`src/rtl/mdriver_arb_pkg.sv`:
```
// Shared types for the exec/fin arbiter: FSM states, latched command, read-error pattern.
// Command widths here set the default widths of mdriver_arb.
package mdriver_pkg;

  localparam int CMD_DW = 32;
  localparam int CMD_AW = 9;

  typedef enum logic [1:0] {
    IDLE,
    ISSUE,
    RELEASE,
    RESP
  } state_t;

  typedef struct packed {
    logic              we;
    logic [CMD_AW-1:0] address;
    logic [CMD_DW-1:0] data;
  } cmd_t;

  // Returned as read data when the downstream slave never answers.
  function automatic logic [CMD_DW-1:0] RDATA_ERR();
    return '1;
  endfunction

endpackage

```
`src/rtl/mdriver_arb_if.sv`:
```
// Upstream N-channel and downstream single-port exec/fin bundle.
// slave = the arbiter's view; master = the requesters/downstream-responder view.
interface mdriver_arb_if
  import mdriver_pkg::*;
#(
  parameter int N_CH   = 4,
  parameter int DATA_W = CMD_DW,
  parameter int ADDR_W = CMD_AW
);

  logic [N_CH-1:0]             up_exec;
  logic [N_CH-1:0]             up_we;
  logic [N_CH-1:0][ADDR_W-1:0] up_address;
  logic [N_CH-1:0][DATA_W-1:0] up_data;
  logic [N_CH-1:0][DATA_W-1:0] up_rdata;
  logic [N_CH-1:0]             up_fin;
  logic [N_CH-1:0]             up_err;

  logic                        dn_exec;
  logic                        dn_we;
  logic [ADDR_W-1:0]           dn_address;
  logic [DATA_W-1:0]           dn_data;
  logic [DATA_W-1:0]           dn_rdata;
  logic                        dn_fin;

  modport slave (
    input  up_exec, up_we, up_address, up_data, dn_rdata, dn_fin,
    output up_rdata, up_fin, up_err, dn_exec, dn_we, dn_address, dn_data
  );

  modport master (
    output up_exec, up_we, up_address, up_data, dn_rdata, dn_fin,
    input  up_rdata, up_fin, up_err, dn_exec, dn_we, dn_address, dn_data
  );

endinterface

```
`src/rtl/mdriver_arb_rr_arbiter.sv`:
```
// Round-robin pick: lowest requesting index at or after last+1 (mod N_CH).
// Purely combinational, zero latency; no grant when no request.
module rr_arbiter #(
  parameter int N_CH = 4,
  parameter int IW   = (N_CH > 1) ? $clog2(N_CH) : 1
) (
  input  logic [N_CH-1:0] req_i,
  input  logic [IW-1:0]   last_i,
  output logic [N_CH-1:0] gnt_oh_o,
  output logic [IW-1:0]   gnt_idx_o
);

  logic [IW-1:0] c;

  // Walk from the farthest candidate to the nearest so the nearest requester wins.
  always_comb begin
    gnt_oh_o  = '0;
    gnt_idx_o = '0;
    c         = '0;
    for (int k = N_CH; k >= 1; k--) begin
      c = IW'((int'(last_i) + k) % N_CH);
      if (req_i[c]) begin
        gnt_idx_o   = c;
        gnt_oh_o    = '0;
        gnt_oh_o[c] = 1'b1;
      end
    end
  end

endmodule

```
`src/rtl/mdriver_arb.sv`:
```
// N-channel round-robin arbiter replaying 4-phase exec/fin commands onto one slave port.
// Registered outputs, one cycle exec->dn_exec; losers stay pending; optional fin timeout.
module mdriver_arb
  import mdriver_pkg::*;
#(
  parameter int N_CH             = 4,
  parameter int C_AXI_DATA_WIDTH = CMD_DW,
  parameter int C_AXI_ADDR_WIDTH = CMD_AW,
  parameter int TIMEOUT          = 256
) (
  input logic          clk,
  input logic          nreset,
  mdriver_arb_if.slave bus
);

  localparam int IW = (N_CH > 1) ? $clog2(N_CH) : 1;
  localparam int CW = (TIMEOUT > 0) ? $clog2(TIMEOUT + 1) : 1;
  localparam logic [CW-1:0] CNT_LAST = CW'((TIMEOUT > 0) ? TIMEOUT - 1 : 0);
  localparam logic [IW-1:0] LAST_RST = IW'(N_CH - 1);

  state_t                                 state_q, state_d;
  logic [IW-1:0]                          last_q, last_d;
  logic [IW-1:0]                          gnt_q, gnt_d;
  cmd_t                                   cmd_q, cmd_d;
  logic [CW-1:0]                          cnt_q, cnt_d;
  logic                                   dn_exec_q, dn_exec_d;
  logic [N_CH-1:0]                        up_fin_q, up_fin_d;
  logic [N_CH-1:0]                        up_err_q, up_err_d;
  logic [N_CH-1:0][C_AXI_DATA_WIDTH-1:0]  up_rdata_q, up_rdata_d;

  logic [N_CH-1:0] arb_oh;
  logic [IW-1:0]   arb_idx;
  logic            arb_vld;

  rr_arbiter #(
    .N_CH (N_CH),
    .IW   (IW)
  ) u_rr (
    .req_i     (bus.up_exec),
    .last_i    (last_q),
    .gnt_oh_o  (arb_oh),
    .gnt_idx_o (arb_idx)
  );

  assign arb_vld = |arb_oh;

  always_comb begin
    state_d    = state_q;
    last_d     = last_q;
    gnt_d      = gnt_q;
    cmd_d      = cmd_q;
    cnt_d      = cnt_q;
    dn_exec_d  = dn_exec_q;
    up_fin_d   = up_fin_q;
    up_err_d   = up_err_q;
    up_rdata_d = up_rdata_q;

    unique case (state_q)
      // A lingering dn_fin (late answer to a timed-out command) must drain before issuing.
      IDLE: begin
        if (arb_vld && !bus.dn_fin) begin
          gnt_d         = arb_idx;
          last_d        = arb_idx;
          cmd_d.we      = bus.up_we[arb_idx];
          cmd_d.address = bus.up_address[arb_idx];
          cmd_d.data    = bus.up_data[arb_idx];
          dn_exec_d     = 1'b1;
          state_d       = ISSUE;
        end
      end

      ISSUE: begin
        cnt_d = cnt_q + 1'b1;
        if (bus.dn_fin) begin
          if (!cmd_q.we) begin
            up_rdata_d[gnt_q] = bus.dn_rdata;
          end
          dn_exec_d = 1'b0;
          state_d   = RELEASE;
        end else if (TIMEOUT != 0 && cnt_q == CNT_LAST) begin
          dn_exec_d       = 1'b0;
          up_err_d[gnt_q] = 1'b1;
          up_fin_d[gnt_q] = 1'b1;
          if (!cmd_q.we) begin
            up_rdata_d[gnt_q] = RDATA_ERR();
          end
          state_d = RESP;
        end
      end

      RELEASE: begin
        if (!bus.dn_fin) begin
          up_fin_d[gnt_q] = 1'b1;
          state_d         = RESP;
        end
      end

      RESP: begin
        if (!bus.up_exec[gnt_q]) begin
          up_fin_d[gnt_q] = 1'b0;
          up_err_d[gnt_q] = 1'b0;
          cnt_d           = '0;
          state_d         = IDLE;
        end
      end

      default: begin
        state_d = IDLE;
      end
    endcase
  end

  always_ff @(posedge clk or negedge nreset) begin
    if (!nreset) begin
      state_q    <= IDLE;
      last_q     <= LAST_RST;
      gnt_q      <= '0;
      cmd_q      <= '0;
      cnt_q      <= '0;
      dn_exec_q  <= 1'b0;
      up_fin_q   <= '0;
      up_err_q   <= '0;
      up_rdata_q <= '0;
    end else begin
      state_q    <= state_d;
      last_q     <= last_d;
      gnt_q      <= gnt_d;
      cmd_q      <= cmd_d;
      cnt_q      <= cnt_d;
      dn_exec_q  <= dn_exec_d;
      up_fin_q   <= up_fin_d;
      up_err_q   <= up_err_d;
      up_rdata_q <= up_rdata_d;
    end
  end

  assign bus.dn_exec    = dn_exec_q;
  assign bus.dn_we      = cmd_q.we;
  assign bus.dn_address = cmd_q.address;
  assign bus.dn_data    = cmd_q.data;
  assign bus.up_fin     = up_fin_q;
  assign bus.up_err     = up_err_q;
  assign bus.up_rdata   = up_rdata_q;

endmodule
```
`src/flat_wrapper.sv`:
```
// flat-port wrapper written by rule: the top's interface ports become plain ports
module mdriver_arb_flat import mdriver_pkg::*;
#(
  parameter int N_CH             = 4,
  parameter int C_AXI_DATA_WIDTH = CMD_DW,
  parameter int C_AXI_ADDR_WIDTH = CMD_AW,
  parameter int TIMEOUT          = 256
)
  (clk, nreset, bus_up_exec, bus_up_we, bus_up_address, bus_up_data, bus_dn_rdata, bus_dn_fin, bus_up_rdata, bus_up_fin, bus_up_err, bus_dn_exec, bus_dn_we, bus_dn_address, bus_dn_data);
  mdriver_arb_if #(.N_CH(N_CH)) bus_i ();
  input logic clk;
  input logic nreset;
  input wire logic [$bits(bus_i.up_exec)-1:0] bus_up_exec;
  input wire logic [$bits(bus_i.up_we)-1:0] bus_up_we;
  input wire logic [$bits(bus_i.up_address)-1:0] bus_up_address;
  input wire logic [$bits(bus_i.up_data)-1:0] bus_up_data;
  input wire logic [$bits(bus_i.dn_rdata)-1:0] bus_dn_rdata;
  input wire logic [$bits(bus_i.dn_fin)-1:0] bus_dn_fin;
  output wire logic [$bits(bus_i.up_rdata)-1:0] bus_up_rdata;
  output wire logic [$bits(bus_i.up_fin)-1:0] bus_up_fin;
  output wire logic [$bits(bus_i.up_err)-1:0] bus_up_err;
  output wire logic [$bits(bus_i.dn_exec)-1:0] bus_dn_exec;
  output wire logic [$bits(bus_i.dn_we)-1:0] bus_dn_we;
  output wire logic [$bits(bus_i.dn_address)-1:0] bus_dn_address;
  output wire logic [$bits(bus_i.dn_data)-1:0] bus_dn_data;
  assign bus_i.up_exec = bus_up_exec;
  assign bus_i.up_we = bus_up_we;
  assign bus_i.up_address = bus_up_address;
  assign bus_i.up_data = bus_up_data;
  assign bus_i.dn_rdata = bus_dn_rdata;
  assign bus_i.dn_fin = bus_dn_fin;
  assign bus_up_rdata = bus_i.up_rdata;
  assign bus_up_fin = bus_i.up_fin;
  assign bus_up_err = bus_i.up_err;
  assign bus_dn_exec = bus_i.dn_exec;
  assign bus_dn_we = bus_i.dn_we;
  assign bus_dn_address = bus_i.dn_address;
  assign bus_dn_data = bus_i.dn_data;
  mdriver_arb #(.N_CH(N_CH), .C_AXI_DATA_WIDTH(C_AXI_DATA_WIDTH), .C_AXI_ADDR_WIDTH(C_AXI_ADDR_WIDTH), .TIMEOUT(TIMEOUT)) u_core (.clk(clk), .nreset(nreset), .bus(bus_i));
endmodule
```
`config.mk`:
```
export PLATFORM = sky130hd
export DESIGN_NAME = mdriver_arb_flat
export DESIGN_NICKNAME = d
export VERILOG_FILES = /design/src/rtl/mdriver_arb_pkg.sv /design/src/rtl/mdriver_arb_if.sv /design/src/rtl/mdriver_arb_rr_arbiter.sv /design/src/rtl/mdriver_arb.sv /design/src/flat_wrapper.sv
export SDC_FILE = /design/constraint.sdc
export NUM_CORES = 1
export LEC_CHECK = 0
export ABC_AREA = 1
export BUFFER_PORTS_ARGS = -buffer_cell sky130_fd_sc_hd__buf_2
export CAP_MARGIN = 10
export CELL_PAD_IN_SITES_DETAIL_PLACEMENT = 1
export CELL_PAD_IN_SITES_GLOBAL_PLACEMENT = 1
export CORE_MARGIN = 2
export CORE_UTILIZATION = 36
export DETAILED_ROUTE_END_ITERATION = 12
export PLACE_DENSITY = 0.83
export SLEW_MARGIN = 25
export SYNTH_ARGS = -nofsm -noshare
export SYNTH_HDL_FRONTEND = slang
export SYNTH_SLANG_ARGS = --single-unit
export TNS_END_PERCENT = 20
```
`constraint.sdc`:
```
create_clock -name clk -period 3.2 [get_ports clk]
set_clock_uncertainty 0.1 [all_clocks]
set_input_delay 0.48 -clock clk [delete_from_list [all_inputs] [get_ports clk]]
set_output_delay 0.48 -clock clk [all_outputs]
set_load 0.05 [all_outputs]
```
==> results of run 1 <==
metal layers:
metal,global-route usage [%],vias up,share of wire (%)
li1,-,4506,-
met1,28.12,4766,39
met2,46.40,320,53
met3,3.672,89,4.1
met4,12.11,4,4.3
met5,0,-,0.070
cells by family after synthesis:
kind of cell / count (synthesis)
AND/OR/NAND/NOR: 566
buffers and inverters: 268
flip-flops: 194
multiplexers: 128
AO/OA/AOI/OAI: 35
adder cells (fa/ha/maj): 14
per-stage QoR:
| step | utilization [%] | setup WS [ps] | instances | area [sq um] |
|---|---|---|---|---|
| 3_3_place_gp | 45.31 | 396.2 | 1926 | 12660 |
| 3_5_place_dp | 45.31 | 291.9 | 1926 | 12660 |
| 5_1_grt | 47.58 | -0.8893 | 1965 | 13290 |
| 6_report | 47.58 | 234.1 | 1965 | 13290 |
| 2_1_floorplan | - | 836.3 | 1205 | 10260 |
| 4_1_cts | 47.53 | 250.7 | 1959 | 13280 |
cell usage in the layout (no fill, tap or decap), types with 2 or more instances in the layout:
cell type,instances
dfstp_2,2
clkinv_8,5
buf_2,384
buf_12,10
buf_4,8
nor2_4,6
a22oi_1,2
inv_12,2
dfrtp_1,192
inv_2,6
inv_1,202
nand3_1,190
nor2_1,17
mux2_2,128
a21oi_1,6
o21ai_0,17
ha_1,14
diode_2,6
nand2_2,4
clkbuf_16,17
nand2_1,306
or2_2,32
o31ai_1,4
inv_8,2
inv_6,4
nor3_1,6
layout make-up:
cell class / count / area (sq um)
fill: 3460 / 14640
sequential: 194 / 4857
multi-input combinational: 743 / 4350
timing repair buffer: 404 / 2206
inverter: 208 / 780.7
tap: 378 / 473.0
clock buffer: 18 / 429.2
clock inverter: 14 / 180.2
antenna: 6 / 15.01
worst paths after layout:
kind	depth (start not counted)	end	from
min	3	u_core.bus.up_rdata[105]$_DFFE_PN0P_	bus_dn_rdata[9]
max	11	u_core.bus.up_rdata[23]$_DFFE_PN0P_	u_core.cnt_q[3]$_DFFE_PN0P_
min in group asynchronous	2	u_core.bus.dn_data[10]$_DFFE_PN0P_	nreset
max in group asynchronous	3	u_core.bus.up_rdata[0]$_DFFE_PN0P_	nreset
min reg2reg	2	u_core.bus.dn_data[2]$_DFFE_PN0P_	u_core.bus.dn_data[2]$_DFFE_PN0P_
max reg2reg	11	u_core.bus.up_rdata[23]$_DFFE_PN0P_	u_core.cnt_q[3]$_DFFE_PN0P_
registers in the layout (all words and copies together), names as in the netlist, named ones only:
name / cells
u_core.state_q: 2
u_core.gnt_q: 2
u_core.bus.dn_exec: 1
u_core.bus.up_rdata: 128
u_core.cnt_q: 9
u_core.bus.dn_address: 9
u_core.bus.dn_data: 32
u_core.bus.dn_we: 1
u_core.last_q: 2
cells in the mapped netlist (2+ instances only):
cell      instances  area, sq um
inv_2             6        22.52
o21ai_0          17        85.08
nor2_4            2        22.52
ha_1             14        175.2
nor2_1           21        78.83
a22oi_1           2        15.01
nor3_1            6        30.03
buf_2            42        210.2
nand2_1         308         1156
clkbuf_1          8        30.03
nand3_1         190        950.9
a21oi_2           2        17.52
dfrtp_1         192         4805
dfstp_2           2        52.55
o31ai_1           4        30.03
inv_1           202        758.2
or2_2            32        200.2
mux2_2          128         1441
nand2_2           2        12.51
buf_4             9        67.56
a21oi_1           6        30.03
critical path, stage by stage, from the launching register on:
cell	delay, ps
dfrtp_1	380
inv_1	80
nor3_1	240
nand2_1	150
nor3_1	160
ha_1	230
nor2_1	60
nor2_1	160
nand2_1	280
nor2_4	390
buf_12	220
mux2_2	350
repair_timing:
item | in CTS | in global routing
endpoints found under the hold margin | 21 | 0
hold buffers | 1 | 0
endpoints found under the setup margin | 0 | 0
==> run_results.csv, run 1 <==
group,metric,value,unit
critical_path,end_kind,"flop",
synth,synth_compound_area_share,1.988,%
detailed_routing,drt_iter0_markers,493,
sta,fin_setup_tns,0,ps
synth,synth_nets,1426,
clocking,h-tree-depth,4,
detailed_routing,drc_errors,0,
placement,place_congestion,0.8737,
global_routing,first_global_vias,10480,
synth,synth_mux_area_share,14.05,%
detailed_routing,final_antenna_net_count,0,
sta,slew_headroom,43.53,%
synth,synth_edf_count,0,
synth,synthXorXnorAreaFrac,0,%
status,status,"finished clean",
synth,synthFlopType,"dfrtp_1",
critical_path,start_kind,"flop",
placement,port_buffers,385,
sta,drv_slew,0,
floorplanning,die-area,29860,sq um
critical_path,crit_fanout,18,
synth,ys_warn_count,0,
floorplanning,initial_core_util,36.72,%
clocking,post-cts-setup-buffers,0,
synth,syn_area,10260,sq um
finish,synthToLayoutAreaGrowth,29.58,%
detailed_routing,dr_total_vias,9685,
clocking,numCtsBuffers,17,
clocking,path_clk_slew,90,ps
clocking,ctsResizeCount,0,
global_routing,grt_max_degree,86,
detailed_routing,avgRoutedWirePerCell,18.98,um
synth,yosys_register_bits,194,
global_routing,grt_usage,25.04,%
min_path,worstHoldPathType,"primary input to flop",
sta,worst_slew_pin_slew,845.8,ps
detailed_routing,viasPerCell,4.929,
synth,synth_top_family_by_area,"simple AND/OR/NAND/NOR gates",
detailed_routing,firstDrtPassIters,4,
clocking,clockRootBuffer,"clkbuf_16",
sta,layout_min_cycle_time,2966,ps
synth,synthAdderAreaFrac,1.708,%
clocking,clkSinkCount,194,
critical_path,r2r_setup_slack,230,ps
synth,syn_area_per_cell,8.512,sq um
critical_path,crit_type,"flop to flop",
synth,yosys.area_share.simple,24.25,%
floorplanning,fp.dieH,172.8,um
global_routing,antenna_found_initial,8,
sta,hold_viol,0,
floorplanning,die_x,172.8,um
synth,ys_types,31,
sta,holdWs,314.4,ps
sta,finalSetupViolations,0,
finish,drive_above_1_share,38.90,%
clocking,cts_tree,"yes",
synth,synthCells,1205,
floorplanning,io_pins,386,
synth,seq_area_frac_synth,47.35,%
critical_path,critPathArrivalTime,3170,ps
synth,async_flop_share,100.0,%
global_routing,grt_pass1_wl,58880,um
global_routing,overflow,0,
critical_path,cp_data_required_time,3410,ps
sta,fin_crit_sh,92.68,%
placement,dp_hpwl,27350,um
finish,nNetsFinal,1789,
floorplanning,coreArea,27930,sq um
clocking,clockBufferDepth,2,
sta,max_freq,0.3372,GHz
detailed_routing,routed_wl,37290,um
clocking,clock_latency,430,ps
flow_run,cap_viol_max_count,0,
floorplanning,rows,61,
Power of run 1 is not shown: default switching activity piles up to over one toggle a cycle in this logic, so the estimate is an artifact.
==> inputs of run 2 (changes only) <==
--- a/config.mk
+++ b/config.mk
@@ -11,11 +11,13 @@
 export CELL_PAD_IN_SITES_DETAIL_PLACEMENT = 1
 export CELL_PAD_IN_SITES_GLOBAL_PLACEMENT = 1
 export CORE_MARGIN = 2
-export CORE_UTILIZATION = 36
+export CORE_UTILIZATION = 35
 export DETAILED_ROUTE_END_ITERATION = 12
 export PLACE_DENSITY = 0.83
+export SETUP_SLACK_MARGIN = 0.2
 export SLEW_MARGIN = 25
 export SYNTH_ARGS = -nofsm -noshare
 export SYNTH_HDL_FRONTEND = slang
+export SYNTH_HIERARCHICAL = 1
 export SYNTH_SLANG_ARGS = --single-unit
 export TNS_END_PERCENT = 20
==> run 2 against run 1 <==
Critical path depth increased by 4. Area after synthesis down 4.5%. Worst setup slack gained 120 ps. Critical endpoint is now u_core/bus.dn_data[16]$_DFFE_PN0P_. Largest cell class unchanged. Highest routed layer is now met4.
==> run_results.csv, run 2 <==
group,metric,value,unit
synth,seq_area_frac_synth,49.61,%
sta,fin_crit_sh,88.79,%
clocking,cts_tree,"yes",
global_routing,grt_usage,24.50,%
critical_path,crit_fanout,28,
floorplanning,fp.dieH,171.3,um
detailed_routing,routed_wl,35950,um
clocking,numCtsBuffers,17,
synth,synth_area_leaders,"dfrtp_1, nand2_1, o21ai_0",
detailed_routing,firstDrtPassIters,5,
finish,largest_register_ff_count,128,
placement,port_buffers,385,
finish,synthToLayoutAreaGrowth,31.89,%
clocking,clock_latency,440,ps
placement,place_congestion,0.8286,
sta,finalSetupViolations,0,
detailed_routing,routed.top_layer,"met4",
global_routing,overflow,0,
finish,layout_common_cells,"buf_2, nand2_1, dfrtp_1",
clocking,clkSinkCount,194,
finish,drive_above_1_share,30.86,%
detailed_routing,drt_iter0_markers,593,
critical_path,crit_type,"flop to flop",
placement,dp_hpwl,26050,um
floorplanning,rows,61,
finish,n_fill_cell,3530,
synth,synth_top_cell_by_area,"dfrtp_1",
synth,synthFlopType,"dfrtp_1",
clocking,clockBufferDepth,2,
global_routing,grt_max_degree,86,
finish,nNetsFinal,1837,
min_path,worstHoldPathType,"primary input to flop",
synth,synth_edf_count,0,
synth,synthCells,1257,
floorplanning,die_x,171.3,um
floorplanning,coreArea,27630,sq um
detailed_routing,met3_length,2027,um
detailed_routing,dr_total_vias,9976,
sta,fin_setup_tns,0,ps
finish,layout_commonest_cell,"buf_2",
critical_path,critPathArrivalTime,3120,ps
synth,synth_nets,1477,
clocking,path_clk_slew,80,ps
floorplanning,io_pins,386,
detailed_routing,avgRoutedWirePerCell,17.85,um
sta,hold_viol,0,
global_routing,antenna_found_initial,6,
synth,yosys_register_bits,194,
finish,multi_input_area,4108,sq um
synth,syn_area,9791,sq um
floorplanning,die-area,29330,sq um
sta,holdWs,290.3,ps
sta,slew_headroom,54.96,%
critical_path,start_kind,"flop",
detailed_routing,viasPerCell,4.953,
global_routing,grt_pass1_wl,55930,um
sta,worst_slew_pin_slew,675.6,ps
sta,rsz0062_at_grt,"true",
detailed_routing,wl_met2,18810,um
synth,ys_warn_count,6,
clocking,clockRootBuffer,"clkbuf_16",
detailed_routing,final_antenna_net_count,0,
status,status,"finished clean",
synth,async_flop_share,100.0,%
detailed_routing,m1WireLength,14380,um
synth,ys_types,34,
finish,regArea,4857,sq um
synth,yosysMostFrequentCell,"nand2_1",
synth,syn_area_per_cell,7.789,sq um
floorplanning,initial_core_util,35.44,%
clocking,h-tree-depth,4,
synth,yosysTopAreaCellShare,49.07,%
synth,synth_top_cells_by_count,"nand2_1, dfrtp_1, o21ai_0, nor2_1, inv_1",
sta,layout_min_cycle_time,2841,ps
global_routing,first_global_vias,10570,
critical_path,end_kind,"flop",
critical_path,cp_data_required_time,3480,ps
flow_run,cap_viol_max_count,0,
sta,drv_slew,0,
sta,max_freq,0.3520,GHz
detailed_routing,drc_errors,0,
run 2: cell types whose count changed after synthesis, moves of 5 or more:
cell	previous run	this run
o32ai_1	0	41
o21ai_0	17	176
nand2_1	308	364
o21ai_1	1	8
clkbuf_1	8	32
nor3_1	6	1
nand4_1	1	17
nand3_1	190	24
mux2_2	128	0
buf_2	42	19
nor2_1	21	143
clkbuf_2	0	8
inv_1	202	134
run 2: worst paths after layout:
check / startpoint / end / slack [ps] / cells after the start
hold / removal: bus_dn_rdata[18] / u_core/bus.up_rdata[114]$_DFFE_PN0P_ / 290 / 4
min in group asynchronous: nreset / u_core/bus.up_rdata[14]$_DFFE_PN0P_ / 530 / 2
setup / recovery: u_core/last_q[1]$_DFFE_PN1P_ / u_core/bus.dn_data[16]$_DFFE_PN0P_ / 360 / 15
hold reg to reg: u_core/bus.dn_data[2]$_DFFE_PN0P_ / u_core/bus.dn_data[2]$_DFFE_PN0P_ / 380 / 2
setup reg to reg: u_core/last_q[1]$_DFFE_PN1P_ / u_core/bus.dn_data[16]$_DFFE_PN0P_ / 360 / 15
max in group asynchronous: nreset / u_core/last_q[1]$_DFFE_PN1P_ / 1570 / 3
run 2: stage by stage:
stage                     area, sq um  utilization [%]  cells  setup slack, ps
after floorplan                  9791                -   1257            521.3
after global placement          12130            43.90   1968            258.7
after detailed placement        12130            43.90   1968            64.28
after CTS                       12810            46.37   2003            216.6
after global routing            12910            46.73   2013            184.9
final                           12910            46.73   2014            358.7
run 2: area by class of cell:
cell class	count	share of cell area (%)
sequential	194	37.62
multi-input combinational	853	31.81
timing repair buffer	411	17.92
inverter	140	4.128
tap	378	3.663
clock buffer	20	3.382
clock inverter	12	1.366
antenna	6	0.1163
run 2: cells by family after synthesis:
family	after synthesis	share of synthesized area (%)
flops	194	49.61
buf+inv	210	8.856
mux	1	0.1022
simple gates	600	25.81
fa+ha+maj	13	1.661
compound gates	239	13.96
run 2: repair_timing:
action / 4_1_cts / 5_1_grt
endpoints found under the hold margin: 23 / 0
endpoints found under the setup margin: 41 / 53
pin swaps: 1 / 1
cloned: 1 / 1
hold buffers: 1 / 0
setup buffers: 1 / 4
resized for setup: 4 / 10
run 2: per-layer routing:
layer / vias up / global-route usage, %
met2: 321 / 44.76
met4: 0 / 8.254
met3: 43 / 5.177
met1: 4886 / 28.41
li1: 4726 / -
met5: - / 0
run 2: worst max-delay path, stage by stage (launching register included):
cell	delay [ps]
dfstp_2	580
inv_1	120
ha_4	320
inv_1	80
nand3_1	120
nand2_2	90
nand2_1	90
inv_2	60
o21ai_1	150
nand2_2	170
inv_4	140
bufbuf_16	330
nor2_1	60
o32ai_1	170
nand2_1	110
nand2_1	70
Power of run 2 is left out for the same reason.
